$ cat config.mk
export PLATFORM = sky130hd
export DESIGN_NAME = booth4_seq_mult
export DESIGN_NICKNAME = d
export VERILOG_FILES = /design/src/rtl/booth4_seq_mult.sv
export SDC_FILE = /design/constraint.sdc
export NUM_CORES = 1
export LEC_CHECK = 0
export CORE_MARGIN = 1.5
export CORE_UTILIZATION = 45
export DETAILED_ROUTE_END_ITERATION = 8
export PLACE_DENSITY = 0.69
export REMOVE_ABC_BUFFERS = 1
export SLEW_MARGIN = 30
export SYNTH_ARGS = -nofsm -noshare
export SYNTH_HDL_FRONTEND = slang
export SYNTH_SLANG_ARGS = --single-unit
$ cat constraint.sdc
create_clock -name sys_clk -period 7.8 [get_ports sys_clk]
set_input_delay 0.78 -clock sys_clk [delete_from_list [all_inputs] [get_ports sys_clk]]
set_output_delay 0.78 -clock sys_clk [all_outputs]
set_load 0.005 [all_outputs]
$ cat src/rtl/booth4_seq_mult.sv
// Sequential radix-4 Booth multiplier: one partial product per cycle, WIDTH/2+1 digits per operation.
// Operands are widened by two bits so unsigned inputs recode exactly like signed ones.
module booth4_seq_mult #(
  parameter int WIDTH = 16
) (
  input  logic                 sys_clk,
  input  logic                 sys_rst_n,
  input  logic                 in_valid,
  output logic                 in_ready,
  input  logic [WIDTH-1:0]     A,
  input  logic [WIDTH-1:0]     B,
  input  logic                 signed_mode,
  output logic                 out_valid,
  input  logic                 out_ready,
  output logic [2*WIDTH-1:0]   product,
  output logic                 busy
);

  localparam int D  = WIDTH / 2 + 1;
  localparam int EW = WIDTH + 2;
  localparam int AW = 2 * WIDTH + 4;
  localparam int CW = $clog2(D + 1);
  localparam logic [CW-1:0] LAST = CW'(D - 1);

  typedef enum logic [1:0] {IDLE, CALC, DONE} state_t;

  state_t               state;
  logic signed [EW-1:0] a_ext;
  logic        [EW-1:0] b_ext;
  logic signed [AW-1:0] acc;
  logic signed [AW-1:0] acc_next;
  logic        [CW-1:0] cnt;
  logic        [2:0]    digit;

  function automatic logic signed [EW-1:0] extend(input logic [WIDTH-1:0] v, input logic s);
    return $signed({{2{s & v[WIDTH-1]}}, v});
  endfunction

  // Booth digit decode; the two guard bits keep 2A and -2A from overflowing EW bits.
  function automatic logic signed [AW-1:0] partial(input logic signed [EW-1:0] a,
                                                   input logic [2:0] d);
    logic signed [EW-1:0] m;
    case (d)
      3'b001, 3'b010: m = a;
      3'b011:         m = a <<< 1;
      3'b100:         m = ~(a <<< 1) + EW'(1);
      3'b101, 3'b110: m = ~a + EW'(1);
      default:        m = '0;
    endcase
    return AW'(m);
  endfunction

  always_comb begin
    digit    = 3'({b_ext, 1'b0} >> {cnt, 1'b0});
    acc_next = acc + (partial(a_ext, digit) <<< {cnt, 1'b0});
  end

  always_ff @(posedge sys_clk) begin
    if (!sys_rst_n) begin
      state     <= IDLE;
      in_ready  <= 1'b1;
      out_valid <= 1'b0;
      busy      <= 1'b0;
      a_ext     <= '0;
      b_ext     <= '0;
      acc       <= '0;
      cnt       <= '0;
      product   <= '0;
    end else begin
      case (state)
        IDLE: if (in_valid) begin
          a_ext    <= extend(A, signed_mode);
          b_ext    <= extend(B, signed_mode);
          acc      <= '0;
          cnt      <= '0;
          state    <= CALC;
          in_ready <= 1'b0;
          busy     <= 1'b1;
        end
        CALC: begin
          acc <= acc_next;
          cnt <= cnt + CW'(1);
          // product only moves on the last digit so it stays stable outside DONE
          if (cnt == LAST) begin
            product   <= acc_next[2*WIDTH-1:0];
            state     <= DONE;
            out_valid <= 1'b1;
          end
        end
        DONE: if (out_ready) begin
          state     <= IDLE;
          out_valid <= 1'b0;
          in_ready  <= 1'b1;
          busy      <= 1'b0;
        end
        default: begin
          state     <= IDLE;
          out_valid <= 1'b0;
          in_ready  <= 1'b1;
          busy      <= 1'b0;
        end
      endcase
    end
  end

endmodule

== Yosys cells after proc, flatten, opt, wreduce, memory -nomap -nowiden ==
Index checks and enable logic that the tools add are counted.
Word-level totals
  bits of input ports: 37
  word-level logic and storage cells: 60
  bits in registers: 111
Operators by class
  bitwise gates (word level): 6
  $add $sub $neg: 4
  shift operators: 2
  reduce and logical (&&, ||, !) cells: 10
  mux-type cells: 17
  equal/unequal tests: 12
Operators by type and width (count)
  18-bit case mux with 4 select lines: 1
  36-bit case mux with 2 select lines: 1
  18-bit by 2-bit adder with 18-bit output, second input constant: 2
  36-bit adder: 1
  36-bit 2-to-1 mux: 1
  18-bit by 5-bit <<< shifter with 36-bit output: 1
  19-bit by 5-bit right shift with 3-bit output: 1
  17-bit inverter with 18-bit output: 1
  18-bit inverter: 1
  3-bit equality test, second input constant: 3
  1-bit case mux with 3 select lines: 3
  3-bit AND reduction: 3
  4-bit case mux with 2 select lines: 1
  3-bit by 2-bit equality test with 1-bit output, second input constant: 2
  2-bit 2-to-1 mux: 3
  2-bit inequality test, second input constant: 3
  2-bit case mux with 3 select lines: 1
  2-bit AND reduction: 3
  1-bit 2-to-1 mux: 5
  4-bit by 1-bit adder with 4-bit output, second input constant: 1
  4-bit equality test, second input constant: 1
  4-bit 2-to-1 mux: 1
  2-bit OR reduction: 2
  3-bit by 1-bit equality test with 1-bit output, second input constant: 1
  6 further kinds: 8

== Logic depth before layout (Yosys ltp) ==
Gate-level depths: netlist of run 1.
  depth in word-level cells: 7
  gate-level depth with buffers: 28
  gate-level depth less buffers: 24

== Worst setup path before layout of run 1 ==
Ideal clock, no wire load.
  path kind: register to register
  from: reg cnt[1]
  to: reg product[31]
  period minus slack after synthesis: 5395 ps
  required time: 7678 ps
  arrival: 5273 ps
  path slack: 2405 ps
  library setup time: 122 ps
  buffers on the path: 4
  cell stages (with the launch flop): 28
  path through: dfxtp_1 -> buf_6 -> buf_6 -> mux2i_1 -> mux4_2 -> nor3b_1 -> and2_1 -> clkbuf_1 -> clkbuf_1 -> a21oi_1 -> a21oi_1 -> a21oi_1 -> mux2_2 -> o21ai_0 -> nor2_1 -> a211oi_1 -> ha_1 -> a21o_1 -> a21o_1 -> a21oi_1 -> o21a_1 -> o21ai_0 -> a31o_2 -> a21oi_1 -> o21ai_0 -> o21ai_0 -> nor3_1 -> a311o_1
On the way
  word-level cells in the longest chain between the ends: 6
Ends and longest elaborated chain
  start, declared: RTL line 32  | logic [CW-1:0] cnt;
  start signal, assigned: RTL line 82  | cnt <= cnt + CW'(1);
  19-bit by 5-bit right shift with 3-bit output: RTL line 54  | digit = 3'({b_ext, 1'b0} >> {cnt, 1'b0});
  3-bit equality test (tied with other cells): RTL line 43  | case (d)
  2-bit OR reduction: RTL line 43
  18-bit case mux with 4 select lines: RTL line 43
  18-bit by 5-bit <<< shifter with 36-bit output: RTL line 55  | acc_next = acc + (partial(a_ext, digit) <<< {cnt, 1'b0});
  36-bit adder: RTL line 55
  end signal, assigned: RTL line 85  | product <= acc_next[2*WIDTH-1:0];
  end, declared: RTL line 15  | output logic [2*WIDTH-1:0] product,
Several ways; a longest one is shown, not always the timed one.
A chain may end at the register's enable or synchronous reset.

== Worst setup path after layout of run 1 ==
  from: reg cnt[0]
  to: reg product[31]
The elaborated chain is that of the path after synthesis.

==> results of run 1 <==
-- synth_stat cells, types with 17 or more instances --
| library cell | instances |
|---|---|
| nand2_1 | 180 |
| dfxtp_1 | 107 |
| a21boi_0 | 81 |
| nor2_1 | 55 |
| a21oi_1 | 54 |
| clkbuf_1 | 54 |
| nand3_1 | 53 |
| o21ai_0 | 50 |
| ha_1 | 34 |
| mux2i_1 | 26 |
| xnor2_1 | 23 |
| xor2_1 | 20 |
| a21o_1 | 18 |
| and2_1 | 17 |
-- final timing paths --
check / slack, ps / depth (start not counted) / startpoint / endpoint
max: 1370 / 23 / cnt[0] / product[31]
min: 460 / 2 / product[7] / product[7]
max reg2reg: 1370 / 23 / cnt[0] / product[31]
min reg2reg: 460 / 2 / product[7] / product[7]
-- report_power, final --
group | leakage [nW] | switching, W | internal (W)
Sequential | 0.870 | 0.0000258 | 0.000570
Clock | 0.143 | 0.000224 | 0.000261
Combinational | 2.43 | 0.000266 | 0.000179
-- placed cells by master, fill, tap and decap left out, types with 3 or more instances in the layout --
master / synthesis / final
o21bai_1: 4 / 4
a221o_1: 4 / 4
and3_1: 9 / 8
mux2i_1: 26 / 26
mux2_2: 7 / 7
nand2b_1: 8 / 8
inv_2: 3 / 3
a22o_1: 4 / 4
clkinvlp_4: 0 / 3
a31oi_1: 11 / 10
nand2_1: 180 / 180
a21oi_1: 54 / 54
inv_1: 14 / 14
xor2_1: 20 / 20
nand4_1: 10 / 10
buf_4: 1 / 9
a222oi_1: 5 / 5
o211a_1: 3 / 3
nand3_1: 53 / 53
o22ai_1: 6 / 6
a221oi_1: 6 / 6
o211ai_1: 5 / 5
and2_1: 17 / 17
clkbuf_16: 0 / 9
nor4_1: 5 / 5
xnor2_1: 23 / 23
clkdlybuf4s50_1: 0 / 70
nor3_1: 15 / 15
o21a_1: 8 / 8
or3_1: 11 / 11
ha_1: 34 / 34
a211oi_1: 7 / 7
nor2_1: 55 / 55
a21o_1: 18 / 18
a21boi_0: 81 / 81
o21ai_0: 50 / 50
or2_2: 5 / 5
nor2b_1: 5 / 5
dfxtp_1: 107 / 106
-- stage by stage --
step	std cells	hold WS [ps]	instance area, sq um
after detailed placement	1218	459	8340
after global placement	1218	451	8340
after global routing	1234	493	8660
after CTS	1234	470	8650
final	1234	464	8660
after floorplan	918	443	7280
-- state kept, by name, indices dropped and copies added (netlist names) --
name and cells:
out_valid 1, a_ext 17, busy 1, state 2, cnt 4, product 32
in_ready 1, acc 32, b_ext 17
-- worst min-delay path, delay by kind of cell, from the launching register on --
kind,cells,cell delay [ps]
flops,1,310
simple gates,1,50
compound gates,1,60
-- final cells by class --
class	instances	area, sq um
Tap cell	220	275
Sequential cell	107	2140
Timing Repair Buffer	80	773
Clock buffer	10	239
Clock inverter	6	72.6
Fill cell	1649	7810
Inverter	17	63.8
Multi-Input combinational cell	794	5090
-- cells by family (layout without fill, tap and decap cells) --
kind of cell             Yosys count  count (layout)
AND/OR/NAND/NOR                  385             385
AO/OA/AOI/OAI                    293             293
flip-flops                       107             107
buffers and inverters             82             113
XOR/XNOR                          44              44
multiplexers                      37              37
adder cells (fa/ha/maj)           35              35
-- routing by layer --
| layer | vias up | routed length [um] | share of wire, % | track usage [%] |
|---|---|---|---|---|
| li1 | 3553 | - | - | - |
| met1 | 3291 | 9370 | 48 | 30.8 |
| met2 | 188 | 8860 | 45 | 35.8 |
| met3 | 26 | 991 | 5.1 | 2.87 |
| met4 | 0 | 329 | 1.7 | 7.02 |
| met5 | - | 0 | 0 | 0 |
==> flow_summary.ini, run 1 <==
[die]
start_util_pct = 45.9
rows = 47
ios = 72
die_h_um = 133
die_w_um = 133
die_area_sq_um = 17600
core_area_sq_um = 16500

[detailed_routing]
drcViolationCount = 0
post_drt_wl_per_cell_um = 15.8
firstDrtPassIters = 6
num_vias = 7058
drtIter0Drc = 482
routed_wl_um = 19600
ant_nets = 0
vias_per_cell = 5.72

[clocking]
post_cts_resized = 0
numCtsBuffers = 9
postCtsHoldBufs = 0
htree_levels = 3
worstSkewPairLatency_ps = 360
clkTransAtPathRegs_ps = 70
cts_max_path_buffers = 2
cts.sinks = 107
cts_setup_buffers = 0
cts_tree = done
clockRootBuffer = clkbuf_16

[synthesis]
synth_seq_cells = 107
syn_area_sq_um = 7550
synthCells = 983
async_flop_share_pct = 0
synth_top_area_share_pct = 28.4
synth_ff_type = dfxtp_1
synth.area.mux_share_pct = 5.53
synthAdderAreaFrac_pct = 5.90
synth_area_leader_cell = dfxtp_1
synth_cell_types = 75
ys_seq_area_share_pct = 28.4
synth_top_family_by_area = compound AO/OA/AOI/OAI gates
synth-compound-area-share_pct = 27.2
synth_warnings = 0
synthSimpleGateAreaFrac_pct = 23.4
synthXorXnorAreaFrac_pct = 5.20
yosys-top-cells-area = dfxtp_1 28%, nand2_1 8.9%, a21boi_0 8.1%, ha_1 5.6%, a21oi_1 3.6%
synth.avg_cell_area_sq_um = 7.68
synth_edf_count = 0

[critical_path]
worst-setup-path-type = register to register
path_buf_inv = 1
slowest_delay_ps = 670
cpMostUsedCell = a21oi_1
critPathMaxFanout = 29
start_kind = register
worstPathCellList = inv_2 -> mux4_2 -> nor3b_1 -> and2_1 -> a21oi_1 -> a21oi_1 -> a21oi_1 -> mux2_2 -> o21ai_0 -> nor2_1 -> a211oi_1 -> ha_1 -> a21o_1 -> a21o_1 -> a21oi_1 -> o21a_1 -> o21ai_0 -> a31o_2 -> a21oi_1 -> o21ai_0 -> o21ai_0 -> nor3_1 -> a311o_1
cp_data_arrival_time_ps = 6680
cpLargestDelayFamily = compound AO/OA/AOI/OAI gates
critPathSlowestCell = dfxtp_2
end_kind = register
cp.required_ps = 8050

[sta]
tightest_slew_ps = 946
rsz0062_at_grt = false
fin_skew_ps = 6.00
timing.final.ws_setup_ps = 1370
setup_viol = 0
drv_slew = 0
fin_crit_sh_pct = 82.5
fmax_ghz = 0.155
fin_setup_tns_ps = 0
fin_crit_ps = 6430
hold_violations = 0
relSlewSlack_pct = 36.5

[finish]
n_antenna_cell = 0
nets = 1081
syn_to_final_growth_pct = 14.6
final_util_pct = 52.6
drive_gt1_share_pct = 6.31

[pwr]
p_per_area_nw_per_um2 = 176
p_leak_nw = 3.44
ir_worst_vdd_mv = 0.122
total_power_w = 0.00153

[min_path]
min_path_type = register to register

[placement]
io_buffers = 71
dp_hpwl_um = 13900
gp_congestion = 0.927
pre_cts_ws_ps = 1140

[flow_run]
drv_cap = 0

[global_route]
antenna_found_initial = 0
grt_first_pass_wirelength_um = 32100
grt_pass1_vias = 6430
grt-ovfl-total = 0
track_usage_pct = 22.2
grt_max_degree = 74

[outcome]
status = complete, no violations
Note: power is estimated with default switching activity, not from simulation.
==> run 2, diff against run 1 <==
- PLACE_DENSITY: 0.69 -> 0.72
- clock period: 7.8 -> 5.55 ns (I/O delays scaled with it)
==> flow_summary.ini, run 2 (synthesis results as in run 1) <==
[outcome]
status = complete, no violations

[sta]
relSlewSlack_pct = 46.0
fin_crit_ps = 5370
fin_crit_sh_pct = 96.7
timing.final.ws_setup_ps = 184
tightest_slew_ps = 810
setup_viol = 0
fmax_ghz = 0.186
fin_setup_tns_ps = 0
drv_slew = 0
rsz0062_at_grt = true
fin_skew_ps = 11.7
hold_violations = 0

[critical_path]
cpLargestDelayFamily = compound AO/OA/AOI/OAI gates
cp_data_arrival_time_ps = 5630
path_depth = 25
slowest_delay_ps = 390
worst-setup-path-type = register to register
cpMostUsedCell = mux2i_1
path_buf_inv = 5
end_kind = register
critPathSlowestCell = or3_1
cp.required_ps = 5810
r2r_cells = 25
start_kind = register
critPathMaxFanout = 9

[pwr]
total_power_w = 0.00220
power.switching_w = 0.000724
p_leak_nw = 3.70
sw_frac_of_total_pct = 32.9
ir_worst_vdd_mv = 0.164
combPwrFrac_pct = 31.6
internal_power_w = 0.00148
pwr-share-seq_pct = 37.8
clkPwrFrac_pct = 30.6
p_per_area_nw_per_um2 = 240

[die]
core_area_sq_um = 16500
ios = 72
die_area_sq_um = 17600
die_w_um = 133
start_util_pct = 45.9
rows = 47
die_h_um = 133

[finish]
final_util_pct = 55.8
drive_gt1_share_pct = 13.1
final_common_cell = nand2_1
syn_to_final_growth_pct = 21.7
reg_top3 = acc: 32 flops, product: 32 flops
n_antenna_cell = 0
fin_area_sq_um = 9190
nets = 1126
nFillCells = 1586
final_cell_mix = 180 x nand2_1, 104 x dfxtp_1, 79 x a21boi_0

[global_route]
grt_pass1_vias = 6615
grt-ovfl-total = 0
antenna_found_initial = 0
grt_max_degree = 73
grt_first_pass_wirelength_um = 32900
track_usage_pct = 22.7

[placement]
io_buffers = 71
placed_area_sq_um = 8620
gp_congestion = 0.924
dp_hpwl_um = 14100
pre_cts_ws_ps = -50.1

[detailed_routing]
post_drt_wl_per_cell_um = 15.4
routed_wl_um = 19700
drcViolationCount = 0
vias_per_cell = 5.69
drtIter0Drc = 502
firstDrtPassIters = 8
num_vias = 7283
ant_nets = 0

[clocking]
clockRootBuffer = clkbuf_16
worstSkewPairLatency_ps = 370
cts_max_path_buffers = 2
numCtsBuffers = 9
cts_tree = done
clkTransAtPathRegs_ps = 70
postCtsHoldBufs = 0
cts.sinks = 107
htree_levels = 3

[flow_run]
drv_cap = 0

[min_path]
hold_depth = 2
min_path_type = register to register
run 2: changes by cell type in the layout (fill, tap and decap cells not counted), moves of 4 or more:
cell | previous run | this run
buf_4 | 9 | 49
mux2i_1 | 26 | 22
nor3_1 | 15 | 9
nor3_2 | 1 | 6
o21ai_0 | 50 | 41
o21ai_1 | 1 | 9
run 2: worst register-to-register path: cells and delay by family (launching register included):
kind	cells	cell delay, ps
multiplexers	4	770
AO/OA/AOI/OAI	11	2440
AND/OR/NAND/NOR	4	690
flip-flops	1	370
adder cells (fa/ha/maj)	1	200
buffers and inverters	5	780
run 2: layer usage:
| metal | global-route usage, % | vias to the layer above | wire length (um) |
|---|---|---|---|
| met4 | 7.45 | 0 | 337 |
| met3 | 3.72 | 21 | 997 |
| met1 | 30.5 | 3438 | 9270 |
| met5 | 0 | - | 0 |
| met2 | 37.1 | 177 | 9120 |
| li1 | - | 3647 | - |
run 2: final timing paths:
path | slack, ps | start | endpoint
worst max register to register | 180 | cnt[1] | product[31]
worst min-delay path | 460 | product[0] | product[0]
worst min register to register | 460 | product[0] | product[0]
worst max-delay path | 180 | cnt[1] | product[31]
run 2: cell type report:
| type | instances | area (sq um) | area share (%) |
|---|---|---|---|
| Timing Repair Buffer | 125 | 1150 | 12.5 |
| Sequential cell | 107 | 2150 | 23.4 |
| Tap cell | 220 | 275 | 3.00 |
| Clock inverter | 3 | 43.8 | 0.477 |
| Clock buffer | 13 | 260 | 2.83 |
| Inverter | 17 | 63.8 | 0.695 |
| Multi-Input combinational cell | 794 | 5250 | 57.2 |
run 2: power by group through the flow:
| stage | registers [W] | logic [W] | clock network (W) |
|---|---|---|---|
| 2_1_floorplan | 0.000845 | 0.000447 | 0 |
| 3_3_place_gp | 0.000849 | 0.000651 | 0 |
| 3_5_place_dp | 0.000850 | 0.000655 | 0 |
| 4_1_cts | 0.000832 | 0.000660 | 0.000690 |
| 5_1_grt | 0.000838 | 0.000768 | 0.000715 |
| 6_report | 0.000834 | 0.000695 | 0.000674 |
run 2: repair_timing:
action	CTS	global route
resized for setup	3	50
setup buffers	0	8
endpoints found under the setup margin	11	33
hold endpoints to repair	0	0
pin swaps	1	13
cloned	0	0
run 2: per-stage QoR:
stage,std cells,hold slack [ps]
6_report,1279,462
5_1_grt,1279,481
4_1_cts,1271,466
3_3_place_gp,1255,450
3_5_place_dp,1255,457
2_1_floorplan,918,443
==> run 3, diff against run 2 <==
- SKIP_CTS_REPAIR_TIMING: unset -> 1
==> flow_summary.ini, run 3 (synthesis results as in run 1) <==
[die]
ios = 72
core_area_sq_um = 16500
start_util_pct = 45.9
die_area_sq_um = 17600
die_w_um = 133
die_h_um = 133
rows = 47

[finish]
nets = 1126
final_cells = 1279
final_cell_mix = 180 x nand2_1, 104 x dfxtp_1, 79 x a21boi_0
syn_to_final_growth_pct = 21.8
n_antenna_cell = 0
nFillCells = 1587
reg_top3 = acc: 32 flops, product: 32 flops
final_util_pct = 55.9
final_common_cell = nand2_1
drive_gt1_share_pct = 13.2

[critical_path]
cp_data_arrival_time_ps = 5620
critPathMaxFanout = 9
r2r_cells = 25
end_kind = register
ff2ff_setup_slack_ps = 190
cp.required_ps = 5810
worst-setup-path-type = register to register
start_kind = register

[global_route]
grt_pass1_vias = 6613
track_usage_pct = 22.7
antenna_found_initial = 0
grt_max_degree = 73
grt-ovfl-total = 0
grt_first_pass_wirelength_um = 32900

[min_path]
hold_depth = 2
min_path_type = register to register

[sta]
setup_viol = 0
hold_violations = 0
fin_crit_sh_pct = 96.6
drv_slew = 0
relSlewSlack_pct = 47.0
fin_setup_tns_ps = 0
fmax_ghz = 0.186
timing.final.ws_setup_ps = 187
tightest_slew_ps = 794
fin_skew_ps = 9.67
fin_crit_ps = 5360

[placement]
io_buffers = 71
dp_hpwl_um = 14100
pre_cts_ws_ps = -50.1
dp_cells = 1255
gp_congestion = 0.924

[clocking]
cts.sinks = 107
numCtsBuffers = 9
worstSkewPairLatency_ps = 370
htree_levels = 3
clkTransAtPathRegs_ps = 70
clockRootBuffer = clkbuf_16
cts_tree = done
cts_max_path_buffers = 2

[detailed_routing]
num_vias = 7280
drcViolationCount = 0
drtIter0Drc = 429
post_drt_wl_per_cell_um = 15.5
vias_per_cell = 5.69
routed_wl_um = 19800
ant_nets = 0
firstDrtPassIters = 6

[pwr]
ir_worst_vdd_mv = 0.164
total_power_w = 0.00220
p_per_area_nw_per_um2 = 239
p_leak_nw = 3.71

[flow_run]
drv_cap = 0

[outcome]
status = complete, no violations
[run 3: cell count changes in the layout (fill, tap and decap cells not counted)]
cell,before,now
a22o_2,1,0
a22o_4,0,1
o21ai_1,9,8
o21ai_2,1,2
[run 3: stage by stage]
stage	area, sq um	hold WS [ps]
finish	9200	461
global route	9200	481
CTS	8920	466
detailed placement	8620	457
global placement	8610	450
floorplan	7280	443
[run 3: worst paths after layout]
path | end | start
min reg2reg | product[3] | product[3]
min | product[3] | product[3]
max reg2reg | product[31] | cnt[1]
max | product[31] | cnt[1]
[run 3: power by group]
part | internal, W | switching [W]
sequential | 0.000801 | 0.0000321
clock | 0.000376 | 0.000296
combinational | 0.000301 | 0.000396
total | 0.00148 | 0.000724
[run 3: cell type report]
class                   count  area, sq um  share of cell area (%)
multi-input cells         794         5260                    57.2
flip-flops and latches    107         2150                    23.3
repair buffers            125         1150                    12.5
well taps                 220          275                    2.99
clock buffers              13          260                    2.83
inverters                  17         63.8                   0.694
clock inverters             3         43.8                   0.476
[run 3: routing by layer]
metal	wire length, um	vias up	GRT usage (%)
met5	0	-	0
met4	308	0	7.45
met3	948	16	3.72
met2	9160	172	37.1
met1	9360	3445	30.5
li1	-	3647	-
[run 3: critical path: stages, from the launching register on]
cell and delay (ps):
dfxtp_2 370, buf_6 170, mux2i_4 250, o22ai_2 140, a211oi_4 280, buf_12 160, nor3_4 40, buf_12 130
buf_4 130, a21o_1 140, a222oi_1 320, buf_4 190, mux2i_1 110, mux2i_1 270, mux2i_1 140, and2_1 180
ha_1 200, or3_1 390, o32ai_2 270, a21oi_1 130, a21o_1 290, a21oi_2 190, o21ai_0 110, o21ai_0 250
nor3_1 80, a311o_1 310
